[config.mk]
export PLATFORM = sky130hd
export DESIGN_NAME = tick_gen
export DESIGN_NICKNAME = d
export VERILOG_FILES = /design/src/rtl/tick_pkg.sv /design/src/rtl/tick_chan.sv /design/src/rtl/tick_gen.sv
export SDC_FILE = /design/constraint.sdc
export NUM_CORES = 1
export LEC_CHECK = 0
export BUFFER_PORTS_ARGS = -buffer_cell sky130_fd_sc_hd__buf_2
export CAP_MARGIN = 20
export CORE_MARGIN = 4
export CORE_UTILIZATION = 53
export DETAILED_ROUTE_END_ITERATION = 12
export GPL_TIMING_DRIVEN = 0
export PLACE_DENSITY = 0.73
export SLEW_MARGIN = 40
export SYNTH_ARGS = -nofsm -noshare
export SYNTH_HDL_FRONTEND = slang
export SYNTH_SLANG_ARGS = --single-unit
[constraint.sdc]
create_clock -name clk -period 5.6 [get_ports clk]
set_input_delay 0.56 -clock clk [delete_from_list [all_inputs] [get_ports clk]]
set_output_delay 0.56 -clock clk [all_outputs]
set_load 0.05 [all_outputs]
[src/rtl/tick_pkg.sv]
// Shared constants and types for the tick_gen multi-channel tick/heartbeat generator.
package tick_pkg;

  localparam int unsigned CNT_W_DEF  = 32;
  localparam int unsigned CH_W       = 3;
  localparam int unsigned MIN_PERIOD = 2;
  localparam int unsigned MIN_WIDTH  = 1;

  typedef enum logic {
    IDLE = 1'b0,
    RUN  = 1'b1
  } state_t;

endpackage

[src/rtl/tick_chan.sv]
// One tick channel: IDLE/RUN FSM, period counter, shadow/active period and width
// registers with clamping on load, and registered tick/tog/running outputs.
module tick_chan
  import tick_pkg::*;
#(
  parameter int unsigned CNT_W          = CNT_W_DEF,
  parameter int unsigned DEFAULT_PERIOD = 124500000,
  parameter int unsigned DEFAULT_WIDTH  = 1
) (
  input  logic             clk,
  input  logic             rst_n,
  input  logic             run_req,
  input  logic             sync,
  input  logic             cfg_we,
  input  logic [CNT_W-1:0] cfg_period,
  input  logic [CNT_W-1:0] cfg_width,
  output logic             tick,
  output logic             tog,
  output logic             running
);

  state_t           state;
  state_t           state_next;

  logic [CNT_W-1:0] cnt;
  logic [CNT_W-1:0] cnt_inc;
  logic [CNT_W-1:0] shadow_period;
  logic [CNT_W-1:0] shadow_width;
  logic [CNT_W-1:0] act_period;
  logic [CNT_W-1:0] act_width;
  logic [CNT_W-1:0] clamp_period;
  logic [CNT_W-1:0] clamp_width;

  logic             wrap_c;
  logic [CNT_W-1:0] cnt_next;
  logic             tick_next;
  logic             tog_next;
  logic             running_next;

  // cnt never exceeds act_period-1, so the increment cannot overflow
  assign cnt_inc = cnt + CNT_W'(1);

  // Shadow values are sanitised on their way into the active set
  always_comb begin
    clamp_period = shadow_period;
    if (shadow_period < CNT_W'(MIN_PERIOD)) begin
      clamp_period = CNT_W'(MIN_PERIOD);
    end
    clamp_width = shadow_width;
    if (shadow_width < CNT_W'(MIN_WIDTH)) begin
      clamp_width = CNT_W'(MIN_WIDTH);
    end
    if (clamp_width > (clamp_period - CNT_W'(1))) begin
      clamp_width = clamp_period - CNT_W'(1);
    end
  end

  // State register
  always_ff @(posedge clk or negedge rst_n) begin
    if (!rst_n) begin
      state <= IDLE;
    end else begin
      state <= state_next;
    end
  end

  // Next-state logic
  always_comb begin
    state_next = state;
    case (state)
      IDLE:    if (run_req)  state_next = RUN;
      RUN:     if (!run_req) state_next = IDLE;
      default: state_next = IDLE;
    endcase
  end

  // Output / datapath next values
  always_comb begin
    wrap_c       = 1'b0;
    cnt_next     = '0;
    tick_next    = 1'b0;
    tog_next     = tog;
    running_next = 1'b0;
    case (state)
      IDLE: begin
        if (run_req) wrap_c = 1'b1;
      end
      RUN: begin
        if (run_req) begin
          if (sync || (cnt == (act_period - CNT_W'(1)))) begin
            wrap_c = 1'b1;
          end else begin
            cnt_next     = cnt_inc;
            tick_next    = (cnt_inc < act_width);
            running_next = 1'b1;
          end
        end
      end
      default: ;
    endcase
    if (wrap_c) begin
      cnt_next     = '0;
      tick_next    = 1'b1;
      tog_next     = ~tog;
      running_next = 1'b1;
    end
  end

  // Counter and registered outputs
  always_ff @(posedge clk or negedge rst_n) begin
    if (!rst_n) begin
      cnt     <= '0;
      tick    <= 1'b0;
      tog     <= 1'b0;
      running <= 1'b0;
    end else begin
      cnt     <= cnt_next;
      tick    <= tick_next;
      tog     <= tog_next;
      running <= running_next;
    end
  end

  // Shadow registers take writes at any time
  always_ff @(posedge clk or negedge rst_n) begin
    if (!rst_n) begin
      shadow_period <= CNT_W'(DEFAULT_PERIOD);
      shadow_width  <= CNT_W'(DEFAULT_WIDTH);
    end else if (cfg_we) begin
      shadow_period <= cfg_period;
      shadow_width  <= cfg_width;
    end
  end

  // Active registers change only on a wrap, so a period is never cut short
  always_ff @(posedge clk or negedge rst_n) begin
    if (!rst_n) begin
      act_period <= CNT_W'(DEFAULT_PERIOD);
      act_width  <= CNT_W'(DEFAULT_WIDTH);
    end else if (wrap_c) begin
      act_period <= clamp_period;
      act_width  <= clamp_width;
    end
  end

endmodule

[src/rtl/tick_gen.sv]
// Multi-channel tick/LED-toggle generator gated by PLL lock.
// Optional external phase alignment via sync_in when TICK_SYNC_EN is defined.
module tick_gen
  import tick_pkg::*;
#(
  parameter int unsigned NCH            = 2,
  parameter int unsigned CNT_W          = CNT_W_DEF,
  parameter int unsigned DEFAULT_PERIOD = 124500000,
  parameter int unsigned DEFAULT_WIDTH  = 1
) (
  input  logic             clk,
  input  logic             rst_n,
  input  logic             locked,
  input  logic [NCH-1:0]   en,
  input  logic             cfg_we,
  input  logic [CH_W-1:0]  cfg_ch,
  input  logic [CNT_W-1:0] cfg_period,
  input  logic [CNT_W-1:0] cfg_width,
  input  logic             sync_in,
  output logic [NCH-1:0]   tick,
  output logic [NCH-1:0]   tog,
  output logic [NCH-1:0]   running
);

  logic sync_evt;

`ifdef TICK_SYNC_EN
  logic [2:0] sync_sr;

  // Two-flop synchroniser, then a registered rising-edge detect
  always_ff @(posedge clk or negedge rst_n) begin
    if (!rst_n) begin
      sync_sr  <= '0;
      sync_evt <= 1'b0;
    end else begin
      sync_sr  <= {sync_sr[1:0], sync_in};
      sync_evt <= sync_sr[1] & ~sync_sr[2];
    end
  end
`else
  logic unused_sync;

  assign unused_sync = sync_in;
  assign sync_evt    = 1'b0;
`endif

  for (genvar i = 0; i < NCH; i++) begin : g_chan
    logic we;

    // Indices with no channel match nothing, so such writes drop out here
    assign we = cfg_we && (cfg_ch == CH_W'(i));

    tick_chan #(
      .CNT_W          (CNT_W),
      .DEFAULT_PERIOD (DEFAULT_PERIOD),
      .DEFAULT_WIDTH  (DEFAULT_WIDTH)
    ) u_chan (
      .clk        (clk),
      .rst_n      (rst_n),
      .run_req    (locked & en[i]),
      .sync       (sync_evt),
      .cfg_we     (we),
      .cfg_period (cfg_period),
      .cfg_width  (cfg_width),
      .tick       (tick[i]),
      .tog        (tog[i]),
      .running    (running[i])
    );
  end

endmodule
Word level (Yosys, flattened, before mapping)
Index checks and enable logic that the tools add are counted.

Bits in registers: 328. Latch bits: 0. RAM bits: 0. Bits in read-only memories: 0. Word-level logic and storage cells: 82. Memories kept: 0.

Add/subtract/negate cells: 6. $mul: 0. Div/mod/pow operators: 0. Order comparisons: 8. Equal/unequal tests: 3. Shifts and indexed selects: 0. Muxes and demuxes: 38. Bitwise gates (word level): 6. Reductions and logical operators: 3.

Operators by type and width (number): 32-bit two-way mux (14); 32-bit by 1-bit subtractor with 32-bit output, second input constant (4); 32-bit by 1-bit adder with 32-bit output, second input constant (2); 32-bit equality test (2); 32-bit greater-than comparator (2); 32-bit by 1-bit < comparator with 1-bit output, second input constant (2); 32-bit by 2-bit < comparator with 1-bit output, second input constant (2); 32-bit < comparator (2); 1-bit two-way mux (22); 1-bit inverter (4); 1-bit one-hot mux with 2 select lines (2); 3-bit by 1-bit equality test with 1-bit output, second input constant (1); 3-bit zero test (1); 1-bit AND (2); 1-bit logical AND (2).

Logic depth before layout (Yosys ltp)
Gate-level depths: netlist of the first run.

Word-level depth: 6. Depth in mapped cells: 23. Mapped depth without buffers: 21.

Modules after synthesis
Synthesis of the first run repeated with hierarchy kept, for this count alone.

Cells, all modules: 2070. Area total of the unflattened synthesis: 20653.6 µm².

Modules (own cells, without submodules): tick_chan (g_chan[0].u_chan) (times used 1, cells an instance 1044, area each 10378.7 µm²); tick_chan (g_chan[1].u_chan) (times used 1, cells an instance 1021, area each 10231.1 µm²); tick_gen (times used 1, cells an instance 5, area each 43.8 µm²).

Worst setup path after synthesis of the first run
Ideal clock, no wire load.

Path type: reg2reg. Start point: register g_chan[0].u_chan.shadow_period[26]. End point: register g_chan[0].u_chan.act_width[1]. Library setup time: 0.125 ns. Data arrival time: 5.921 ns. Required time: 5.475 ns. Slack: -0.446 ns. Stages on the path, launching flop included: 23. Period minus slack after synthesis: 6.046 ns. Cell sequence: dfstp_2 or4_1 nor4bb_1 nand4_1 nor3_1 nor2b_1 inv_1 ha_1 nand2_1 or3_1 clkbuf_1 or3_1 or3_1 xor2_1 ha_1 nand4_1 a21oi_1 a2111oi_0 o32ai_1 o41ai_1 clkbuf_1 mux2i_1 mux2_2.

Cells in the longest elaborated chain, start to end: 5.

RTL lines: from (decl) (line tick_chan.sv:27) `logic [CNT_W-1:0] shadow_period;`; from (signal assigned) (line tick_chan.sv:127) `shadow_period <= CNT_W'(DEFAULT_PERIOD);`; from (signal assigned) (line tick_chan.sv:130) `shadow_period <= cfg_period;`; 32-bit by 2-bit < comparator with 1-bit output (line tick_chan.sv:46) `if (shadow_period < CNT_W'(MIN_PERIOD)) begin`; 32-bit two-way mux * (line tick_chan.sv:46); 32-bit by 1-bit subtractor with 32-bit output * (line tick_chan.sv:53, tick_chan.sv:54); 32-bit greater-than comparator (line tick_chan.sv:53) `if (clamp_width > (clamp_period - CNT_W'(1))) begin`; 32-bit two-way mux * (line tick_chan.sv:53); to (signal assigned) (line tick_chan.sv:139) `act_width <= CNT_W'(DEFAULT_WIDTH);`; to (signal assigned) (line tick_chan.sv:142) `act_width <= clamp_width;`; to (decl) (line tick_chan.sv:30) `logic [CNT_W-1:0] act_width;`.

Every way passes the cells marked *; elsewhere a longest branch is shown, timed or not. A chain may end at the register's enable or synchronous reset.

Worst setup path in the final report of the first run
Start point: register g_chan[0].u_chan.shadow_period[25]. End point: register g_chan[0].u_chan.act_width[4].

The elaborated chain is that of the path after synthesis.

==> summary.md, run 1 <==
| Metric | Value |
|---|---|
| Status | `finished, violations left` |
| Failing checks | `negative setup slack` |
| Core ar. | `38000 um2` |
| Clock Sinks | `328` |
| Post-synthesis simple-gate area fraction | `15.3%` |
| Die X | `205 um` |
| Cell taking the most area after synthesis | `dfrtp_1` |
| Crit. Startpoint | `g_chan[0].u_chan.shadow_period[25]` |
| Final HPWL DP | `43.2 mm` |
| Worst-path cell chain | `or4_4 -> nor4bb_4 -> nand4_1 -> nor3_2 -> nor2b_1 -> inv_1 -> ha_2 -> nand2_2 -> or3_4 -> or3_4 -> nor4_4 -> buf_4 -> nor2b_4 -> xnor2_2 -> ha_1 -> nand4_1 -> nor4_4 -> nand2_2 -> or3_4 -> o41ai_4 -> buf_6 -> buf_8 -> mux2i_2 -> mux2_2` |
| Fmax | `0.163 GHz` |
| Initial core utilization | `54.2%` |
| Synthesis warning total | `0` |
| Port-buffer cells | `78` |
| Vias per cell | `5.80` |
| Cell count of the worst reg-to-reg path | `24` |
| WL final | `55.0 mm` |
| CTS Buffer Depth | `3` |
| Vias | `15.6k` |
| Commonest non-fill, non-tap cell in the layout | `dfrtp_1` |
| Setup TNS | `-15.84 ns` |
| Distinct cells, synth | `67` |
| Sequential area share after synthesis | `40.2%` |
| Fin area | `23500 um2` |
| Fraction of registers with async set/reset | `100%` |
| Period minus WS final | `6.14 ns` |
| Setup CP Type | `reg2reg` |
| CTS Root Buffer Type | `clkbuf_16` |
| Sequential power share | `39.2%` |
| Slowest cell on crit path | `or4_4` |
| Initial antenna violation count | `0` |
| Hold Crit Class | `in2reg` |
| Post-synthesis compound-gate area fraction | `8.17%` |
| Relative slew slack | `51.2%` |
| Switching share of power | `35.4%` |
| GRT overflow | `0` |
| Clk_skew | `0.0242 ns` |
| Clock slew at reported path FFs | `0.07 ns` |
| Max VDD drop | `0.231 mV` |
| Mapped Nets | `2222` |
| Setup ws final | `-0.536 ns` |
| Pin count of the biggest net entering global routing | `79` |
| # diodes | `0` |
| Reg-to-Reg End | `g_chan[0].u_chan.act_width[4]` |
| H-tree Lvls | `2` |
| Vias in the first global route | `16.3k` |
| Synthesized area | `20600 um2` |
| Crit path max fanout | `10` |
| Startpoint types | `flip-flop` |
| Final period util | `110%` |
| Predominant post-synthesis flop cell | `dfrtp_1` |
| GRT Total Usage | `26.1%` |
| Die Area | `42100 um2` |
| Main area contributors after synthesis | `dfrtp_1 33%, mux2_2 9.5%, ha_1 8.0%` |
| Area occupied by multi-input gates | `11600 um2` |
| Top cell type's share of synthesized area | `33.0%` |
| Io pins | `80` |
| Synth Area in XOR/XNOR | `8.29%` |
| Nets | `2365` |
| Post-synth EDFFs | `0` |
| Post-placement cell area | `21800 um2` |
| Clk Latency, worst-skew pair | `0.54 ns` |
| CP dominant cell by count | `or3_4` |
| # DRC | `0` |
| Largest family of logic cells by synthesized area | `simple AND/OR/NAND/NOR gates` |
| Layout cells sized above 1 | `23.8%` |
| Synth Register Bits | `328` |
| Die Ht | `205 um` |
| R2r setup slk | `-0.54 ns` |
| CP Capture Point | `g_chan[0].u_chan.act_width[4]` |
| Post-synthesis mux area share | `15.0%` |
| Comb power frac | `34.9%` |
| Wire per inst | `20.4 um` |
| Largest stage delay on the critical path | `0.55 ns` |
| Area grow syn2layout | `14.3%` |
| Nature of the critical path endpoint | `flip-flop` |
| Commonest non-fill, non-tap cells in the layout | `271 x dfrtp_1, 161 x mux2_2, 130 x ha_1` |
| Antenna Violating Nets Remaining | `0` |
| Int Power | `0.00622 W` |
| Fin. max-slew vios | `0` |
| Clock Power Share | `25.9%` |
| Rows | `71` |
| Pwr Density | `409 nW/um2` |
| Worst EP arrival | `6.60 ns` |
| Sw power | `0.00341 W` |
| Pleak | `10.4 nW` |
| DR pass1 iterations | `5` |
| Seq. cell area | `8280 um2` |
| First-pass GRT wire length | `86.7 mm` |
| Iteration-0 DRC Markers | `881` |
| Tightest Pin Transition | `0.714 ns` |
| Cells after Synth | `2016` |
| Worst reg2reg path startpoint | `g_chan[0].u_chan.shadow_period[25]` |
| Synth Area in Adders | `8.02%` |
| Fillers | `3145` |
| Endpoints failing hold | `0` |
| CTS tree | `done` |
| Synthesized area per cell | `10.2 um2` |
| CP Data Required Time | `6.07 ns` |
| TritonCTS buffer count | `37` |
| Gpl congestion | `0.905` |
| RSZ-0062 raised after global routing | `yes` |
| Max-Cap Viols | `0` |
| Final setup fails | `32` |
## flip-flops by register name, indices dropped and copies added, names as in the netlist
register and cells:
g_chan.u_chan.shadow_period 64, g_chan.u_chan.shadow_width 64, g_chan.u_chan.running 2, g_chan.u_chan.tick 2
g_chan.u_chan.cnt 64, g_chan.u_chan.tog 2, g_chan.u_chan.act_period 64, g_chan.u_chan.act_width 64
g_chan.u_chan.state 2
## power by group through the flow
stage               clock network [W]  logic, W  registers, W
global placement                    0   0.00298       0.00376
CTS                           0.00255   0.00323       0.00376
detailed placement                  0   0.00312       0.00378
global route                  0.00266   0.00371       0.00387
finish                        0.00250   0.00336       0.00378
floorplan                           0   0.00241       0.00351
## Yosys cell counts (15+ instances only)
library cell,instances
a21o_1,23
a21oi_1,75
a31oi_1,35
and3_1,15
clkbuf_1,112
dfrtp_1,272
dfstp_2,56
ha_1,132
inv_1,114
mux2_2,173
mux2_4,47
mux2i_1,44
nand2_1,99
nand3_1,37
nand4_1,48
nor2_1,84
nor2b_1,75
nor3_1,54
nor4_1,49
o21ai_0,61
or3_1,28
or4_1,20
xnor2_1,128
xor2_1,67
## logic make-up (layout without fill, tap and decap cells)
group / Yosys count / count (layout)
muxes: 264 / 264
xor gates and xnor gates: 195 / 195
buffers and inverters: 249 / 421
AOI/OAI and AO/OA: 270 / 270
adders and majority gates: 132 / 132
and+or+nand+nor: 578 / 578
DFF: 328 / 328
## area by class of cell
class | count | area share [%]
plain buffers | 134 | 2.70
clock buffers | 49 | 4.43
clock inverters | 19 | 0.962
inverters | 114 | 1.82
multi-input cells | 1439 | 49.3
flip-flops and latches | 328 | 35.2
well taps | 511 | 2.72
repair buffers | 105 | 2.96
## repair_timing
action / in CTS / in global routing
hold endpoints to repair: 50 / 0
gates cloned: 1 / 0
hold buffers: 1 / 0
setup buffers: 11 / 10
setup endpoints to repair: 64 / 64
pin swaps: 14 / 15
resized for setup: 30 / 36
## through the flow
step	std cells	util, %	setup slack [ns]	hold slack [ns]	total power (W)
floorplan	2016	-	0.0494	0.264	0.00592
global placement	2605	57.0	-2.03	0.462	0.00673
detailed placement	2609	57.3	-1.80	0.467	0.00690
CTS	2689	61.3	-0.635	0.234	0.00954
global route	2699	61.9	-0.729	0.252	0.0102
finish	2699	61.9	-0.536	0.251	0.00964
## worst min-delay path by stage
stage	slack, ns	cells after the start	endpoint	start
after floorplan	0.26	0	g_chan[0].u_chan.act_period[0]	rst_n
after global placement	0.46	1	g_chan[0].u_chan.tog	g_chan[0].u_chan.tog
after detailed placement	0.47	1	g_chan[0].u_chan.tog	g_chan[0].u_chan.tog
after CTS	0.23	3	g_chan[0].u_chan.shadow_width[5]	cfg_width[5]
after global routing	0.25	2	g_chan[1].u_chan.running	en[1]
final	0.25	2	g_chan[1].u_chan.running	en[1]
## worst max-delay path, delay by kind of cell, from the launching register on
family	cells	cell delay, ns
simple gates	14	3.87
buf+inv	4	0.66
fa+ha+maj	2	0.51
mux	2	0.45
flops	1	0.39
xor+xnor	1	0.08
compound gates	1	0.07
## routing by layer
layer	vias up	wire length, um	track usage (%)
met5	-	0	0
li1	7422	-	-
met4	0	3380	14.1
met2	408	27200	45.5
met1	7661	22400	31.4
met3	156	1940	3.10
No activity file was read; power rests on OpenSTA's default activity.
==> run 2, diff against run 1 <==
--- a/config.mk
+++ b/config.mk
@@ -7,7 +7,6 @@
 export LEC_CHECK = 0
 export BUFFER_PORTS_ARGS = -buffer_cell sky130_fd_sc_hd__buf_2
 export CAP_MARGIN = 20
-export CORE_MARGIN = 4
 export CORE_UTILIZATION = 53
 export DETAILED_ROUTE_END_ITERATION = 12
 export GPL_TIMING_DRIVEN = 0
==> summary.md, run 2 (synthesis results as in run 1) <==
| Metric | Value |
|---|---|
| Antenna Violating Nets Remaining | `0 (unchanged)` |
| CTS Buffer Depth | `3 (unchanged)` |
| Tightest Pin Transition | `0.903 ns (+0.189 ns)` |
| Pleak | `10.5 nW (+1.0%)` |
| Gpl congestion | `0.987 (+9.1%)` |
| # DRC | `0 (unchanged)` |
| Core ar. | `37900 um2 (-0.23%)` |
| Pwr Density | `412 nW/um2 (+0.61%)` |
| TritonCTS buffer count | `37 (unchanged)` |
| Initial core utilization | `54.3% (+0.13 points)` |
| GRT Total Usage | `28.4% (+2.4 points)` |
| Period minus WS final | `6.20 ns (+0.0686 ns)` |
| First-pass GRT wire length | `86.8 mm (+0.15%)` |
| Layout cells sized above 1 | `24.7% (+0.92 points)` |
| Worst-path cell chain | `or4_4 -> nor4bb_4 -> nand4_1 -> nor3_2 -> nor2b_1 -> inv_1 -> ha_2 -> nand2_2 -> or3_4 -> or3_4 -> nor4_4 -> buf_4 -> nand2_2 -> xor2_2 -> ha_1 -> nand4_1 -> nor4_4 -> nand2_2 -> or3_4 -> o41ai_4 -> buf_6 -> clkbuf_8 -> mux2i_1 -> mux2_2` |
| Fin. max-slew vios | `0 (unchanged)` |
| Area grow syn2layout | `15.3%` |
| Relative slew slack | `39.4% (-12 points)` |
| Fin Hold WS | `0.251 ns (-0.000896 ns)` |
| Rows | `71 (unchanged)` |
| H-tree Lvls | `2 (unchanged)` |
| Largest stage delay on the critical path | `0.55 ns (about the same)` |
| Slowest cell on crit path | `or4_4` |
| Worst EP arrival | `6.67 ns (+0.07 ns)` |
| Fmax | `0.161 GHz (-1.1%)` |
| Port-buffer cells | `78 (unchanged)` |
| WL final | `54.7 mm (-0.46%)` |
| Worst slack at placement | `-1.62 ns (+0.184 ns)` |
| CTS Root Buffer Type | `clkbuf_16` |
| Setup CP Type | `reg2reg` |
| Pin count of the biggest net entering global routing | `82 (+3.8%)` |
| Vias | `15.6k (-0.58%)` |
| RSZ-0062 raised after global routing | `yes` |
| Vias in the first global route | `16.1k (-1.3%)` |
| Fillers | `3128 (-0.54%)` |
| Die Area | `39700 um2 (-5.8%)` |
| Failing checks | `negative setup slack` |
| Startpoint types | `flip-flop` |
| R2r setup slk | `-0.60 ns (-0.07 ns)` |
| Commonest non-fill, non-tap cells in the layout | `269 x dfrtp_1, 157 x mux2_2, 130 x ha_1` |
| CTS tree | `done` |
| Overall Power | `0.00978 W (+1.4%)` |
| Endpoints failing hold | `0 (unchanged)` |
| Vias per cell | `5.75 (-0.88%)` |
| Final setup fails | `32 (unchanged)` |
| GRT overflow | `0 (unchanged)` |
| Nets | `2373 (+0.34%)` |
| CP Data Required Time | `6.07 ns (about the same)` |
| Hold Crit Class | `in2reg` |
| Setup ws final | `-0.604 ns (-0.0686 ns)` |
| Post-Layout Cell Count | `2707 (+0.30%)` |
| Commonest non-fill, non-tap cell in the layout | `dfrtp_1` |
| Die X | `199 um (-2.9%)` |
| Wire per inst | `20.2 um (-0.76%)` |
| Final HPWL DP | `42.4 mm (-1.9%)` |
| Clock slew at reported path FFs | `0.06 ns (about the same)` |
| Status | `finished, violations left` |
| Final period util | `111% (+1.2 points)` |
| Io pins | `80 (unchanged)` |
| Placed insts | `2609 (unchanged)` |
| Die Ht | `199 um (-2.9%)` |
| DR pass1 iterations | `5 (unchanged)` |
| Max VDD drop | `0.210 mV (-9.3%)` |
| Clk_skew | `0.0221 ns (-0.00212 ns)` |
| Critical path buffers and inverters | `4 (unchanged)` |
| Crit path max-delay family | `simple AND/OR/NAND/NOR gates` |
| Crit path max fanout | `10 (unchanged)` |
| # diodes | `0 (unchanged)` |
| Clock Sinks | `328 (unchanged)` |
| Initial antenna violation count | `0 (unchanged)` |
| Clk Latency, worst-skew pair | `0.54 ns (about the same)` |
| Nature of the critical path endpoint | `flip-flop` |
| Iteration-0 DRC Markers | `880 (-0.11%)` |
| Max-Cap Viols | `0 (unchanged)` |
-- run 2: stage by stage --
stage	TNS, ns	instance area, um2	util [%]
floorplan	0	20600	-
detailed placement	-70.27	21800	57.5
finish	-16.86	23700	62.6
CTS	-12.99	23500	62.1
global placement	-601.93	21700	57.1
global route	-23.34	23700	62.6
-- run 2: final timing paths --
check | from | end | cells after the start
worst max-delay path | g_chan[0].u_chan.shadow_period[26] | g_chan[0].u_chan.act_width[16] | 24
worst min-delay path | en[1] | g_chan[1].u_chan.running | 2
worst max register to register | g_chan[0].u_chan.shadow_period[26] | g_chan[0].u_chan.act_width[16] | 24
worst min register to register | g_chan[0].u_chan.tog | g_chan[0].u_chan.tog | 1
max in group asynchronous | rst_n | g_chan[0].u_chan.act_period[24] | 4
min in group asynchronous | rst_n | g_chan[1].u_chan.cnt[6] | 2
-- run 2: area by class of cell --
class	count	area [um2]	share of cell area, %
Buffer	132	652	2.75
Clock buffer	52	1080	4.56
Clock inverter	16	219	0.922
Inverter	114	428	1.80
Multi-Input combinational cell	1439	11700	49.1
Sequential cell	328	8280	34.9
Tap cell	511	639	2.69
Timing Repair Buffer	115	778	3.28
-- run 2: timing repair --
item                                   CTS  global route
endpoints found under the hold margin   42             0
hold buffers                             1             0
gates cloned                             2             0
pin swaps                               15            17
setup endpoints to repair               64            64
setup buffers                           18            13
resized for setup                       56            35
-- run 2: worst reg2reg max path, delay by kind of cell, from the launching register on --
kind            cells  cell delay (ns)
fa+ha+maj           2             0.50
flops               1             0.38
xor+xnor            1             0.16
buf+inv             4             0.68
compound gates      1             0.08
mux                 2             0.48
simple gates       14             3.83
-- run 2: report_power, final --
part           leakage [nW]  internal (W)  switching (W)
clock network         0.638       0.00155        0.00101
logic                  5.84       0.00173        0.00169
registers              3.99       0.00307       0.000722
-- run 2: routing by layer --
metal	vias to the layer above	share of wire [%]	global-route usage (%)
li1	7434	-	-
met1	7577	42	34.9
met2	379	49	48.2
met3	166	3.4	3.21
met4	0	5.9	16.8
met5	-	0	0
==> run 3, diff against run 2 <==
--- a/config.mk
+++ b/config.mk
@@ -10,6 +10,7 @@
 export CORE_UTILIZATION = 53
 export DETAILED_ROUTE_END_ITERATION = 12
 export GPL_TIMING_DRIVEN = 0
+export MAX_ROUTING_LAYER = met4
 export PLACE_DENSITY = 0.73
 export SLEW_MARGIN = 40
 export SYNTH_ARGS = -nofsm -noshare
==> constraint.sdc (replaced) <==
create_clock -name clk -period 5.6 [get_ports clk]
set_input_delay 0.28 -clock clk [delete_from_list [all_inputs] [get_ports clk]]
set_output_delay 0.28 -clock clk [all_outputs]
set_load 0.05 [all_outputs]
==> summary.md, run 3 (synthesis results as in run 1) <==
| Metric | Value |
|---|---|
| Status | `finished, violations left` |
| Failing checks | `negative hold slack, negative setup slack` |
| Die X | `199 um (unchanged)` |
| Iteration-0 DRC Markers | `937 (+6.5%)` |
| Clock slew at reported path FFs | `0.07 ns (about the same)` |
| Pin count of the biggest net entering global routing | `79 (-3.7%)` |
| Clk_skew | `0.0269 ns (+0.00481 ns)` |
| RSZ-0062 raised after global routing | `yes` |
| Die Area | `39700 um2 (unchanged)` |
| First-pass GRT wire length | `89.1 mm (+2.6%)` |
| Initial antenna violation count | `0 (unchanged)` |
| Relative slew slack | `40.8% (+1.4 points)` |
| Fmax | `0.162 GHz (+0.30%)` |
| Period minus WS final | `6.19 ns (-0.0188 ns)` |
| Clock Sinks | `328 (unchanged)` |
| Setup ws final | `-0.586 ns (+0.0188 ns)` |
| Rows | `71 (unchanged)` |
| Io pins | `80 (unchanged)` |
| WHS Endpoint | `g_chan[0].u_chan.shadow_width[23]` |
| Largest stage delay on the critical path | `0.54 ns (about the same)` |
| Antenna Violating Nets Remaining | `0 (unchanged)` |
| Cells on Worst Hold Path | `3 (+1)` |
| Port-buffer cells | `78 (unchanged)` |
| Pwr Density | `415 nW/um2 (+0.78%)` |
| Setup CP Type | `reg2reg` |
| DR pass1 iterations | `5 (unchanged)` |
| Tightest Pin Transition | `0.885 ns (-0.0182 ns)` |
| Worst-path cell chain | `or4_4 -> nor4bb_4 -> nand4_1 -> nor3_2 -> nor2b_2 -> inv_2 -> ha_4 -> nand2_4 -> or3_4 -> or3_4 -> nor4_4 -> buf_4 -> nand2_4 -> xor2_2 -> ha_1 -> nand4_1 -> nor4_2 -> nand2_1 -> or3_4 -> o41ai_4 -> buf_6 -> clkbuf_16 -> mux2_4 -> mux2i_1` |
| # diodes | `0 (unchanged)` |
| Core ar. | `37900 um2 (unchanged)` |
| Crit path max fanout | `5 (-5)` |
| Pleak | `10.8 nW (+3.4%)` |
| Die Ht | `199 um (unchanged)` |
| CTS tree | `done` |
| R2r setup slk | `-0.59 ns (+0.02 ns)` |
| Vias per cell | `5.80 (+1.0%)` |
| GRT Total Usage | `30.1% (+1.7 points)` |
| Hold Crit Class | `in2reg` |
| Cell count of the worst reg-to-reg path | `24 (unchanged)` |
| Layout cells sized above 1 | `25.8% (+1.1 points)` |
| Reg-to-Reg End | `g_chan[0].u_chan.act_width[30]` |
| WL final | `57.0 mm (+4.2%)` |
| Nature of the critical path endpoint | `flip-flop` |
| Startpoint types | `flip-flop` |
| Final period util | `110% (-0.34 points)` |
| Fin. max-slew vios | `0 (unchanged)` |
| CP Data Required Time | `6.05 ns (-0.02 ns)` |
| Final setup fails | `32 (unchanged)` |
| GRT overflow | `0 (unchanged)` |
| Vias in the first global route | `16.4k (+1.8%)` |
| Initial core utilization | `54.3% (unchanged)` |
| Max-Cap Viols | `0 (unchanged)` |
| Nets | `2425 (+2.2%)` |
| CTS Root Buffer Type | `clkbuf_16` |
| Max VDD drop | `0.421 mV (+100%)` |
| Endpoints failing hold | `2 (+2)` |
| Worst reg2reg path startpoint | `g_chan[0].u_chan.shadow_period[23]` |
| Final HPWL DP | `42.4 mm (about the same)` |
| Commonest non-fill, non-tap cell in the layout | `dfrtp_1` |
| TritonCTS buffer count | `38 (+2.7%)` |
| Overall Power | `0.0102 W (+4.2%)` |
| Slowest cell on crit path | `or4_4` |
| Hold wc startpoint | `cfg_width[23]` |
| CP dominant cell by count | `or3_4` |
| H-tree Lvls | `2 (unchanged)` |
| CTS Buffer Depth | `3 (unchanged)` |
| Wire per inst | `20.7 um (+2.2%)` |
| Area grow syn2layout | `19.2%` |
| Post-placement cell area | `21800 um2 (about the same)` |
| Fin Hold WS | `-0.0158 ns (-0.266 ns)` |
| Commonest non-fill, non-tap cells in the layout | `270 x dfrtp_1, 145 x mux2_2, 129 x ha_1` |
| Fin area | `24500 um2 (+3.4%)` |
| # DRC | `0 (unchanged)` |
| Clk Latency, worst-skew pair | `0.55 ns (about the same)` |
| Vias | `16.0k (+3.0%)` |
| Setup TNS | `-16.83 ns (+0.0245 ns)` |
| Gpl congestion | `0.992 (+0.52%)` |
| Fillers | `2941 (-6.0%)` |
| Worst EP arrival | `6.64 ns (-0.03 ns)` |
run 3: changes by cell type in the layout (fill, tap and decap cells not counted), moves of 4 or more:
| cell | delta |
|---|---|
| dlygate4sd3_1 | +25 |
| buf_4 | +20 |
| mux2_2 | -12 |
| mux2_4 | +12 |
| mux2i_4 | +11 |
| mux2i_1 | -6 |
| mux2i_2 | -5 |
| clkinv_2 | -4 |
run 3: timing repair:
| action | 4_1_cts | 5_1_grt |
|---|---|---|
| endpoints found under the setup margin | 64 | 64 |
| hold buffers | 26 | 0 |
| gates resized for setup | 65 | 72 |
| buffers inserted | 42 | 14 |
| hold endpoints to repair | 188 | 0 |
| gates cloned | 2 | 1 |
| pin swaps | 15 | 23 |
run 3: worst max-delay path by stage:
stage	to	slack [ns]	start
after floorplan	g_chan[0].u_chan.act_width[25]	0.05	g_chan[0].u_chan.shadow_period[26]
after global placement	g_chan[0].u_chan.cnt[28]	-1.66	rst_n
after detailed placement	g_chan[0].u_chan.act_width[26]	-1.58	g_chan[0].u_chan.shadow_period[26]
after CTS	g_chan[0].u_chan.act_width[30]	-0.52	g_chan[0].u_chan.shadow_period[25]
after global routing	g_chan[0].u_chan.act_width[30]	-0.69	g_chan[0].u_chan.shadow_period[23]
final	g_chan[0].u_chan.act_width[30]	-0.59	g_chan[0].u_chan.shadow_period[23]
run 3: routing by layer:
| layer | up-vias | GRT usage, % | share of wire (%) |
|---|---|---|---|
| met5 | - | - | 0 |
| met1 | 7848 | 35.3 | 41 |
| met3 | 177 | 3.29 | 3.6 |
| met2 | 419 | 50.7 | 49 |
| li1 | 7576 | - | - |
| met4 | 0 | 16.2 | 6.0 |
run 3: area by class of cell:
| type | instances | area [um2] | share of cell area [%] |
|---|---|---|---|
| multi-input combinational | 1439 | 11900 | 48.4 |
| timing repair buffer | 164 | 1270 | 5.17 |
| sequential | 328 | 8280 | 33.7 |
| inverter | 114 | 428 | 1.74 |
| clock inverter | 18 | 246 | 1.00 |
| tap | 511 | 639 | 2.60 |
| clock buffer | 52 | 1130 | 4.62 |
| buffer | 134 | 671 | 2.73 |
run 3: metrics by stage:
step           hold slack [ns]  utilization (%)  setup slack (ns)  cells
2_1_floorplan          -0.0156                -            0.0494   2016
3_3_place_gp             0.462             57.1             -1.66   2605
3_5_place_dp             0.138             57.5             -1.58   2610
6_report               -0.0158             64.7            -0.586   2760
4_1_cts               0.000815             63.6            -0.519   2749
5_1_grt                0.00458             64.7            -0.693   2760
run 3: power by group:
group          leakage, nW  switching (W)  internal [W]  total [W]
Sequential            3.99       0.000715       0.00307    0.00378
Combinational         6.16        0.00182       0.00192    0.00374
Clock                0.671        0.00104       0.00162    0.00267
run 3: critical path, delay by kind of cell, from the launching register on:
kind,cells,cell delay (ns)
mux,2,0.46
xor+xnor,1,0.15
simple gates,14,3.77
buf+inv,4,0.65
fa+ha+maj,2,0.48
flops,1,0.43
compound gates,1,0.09
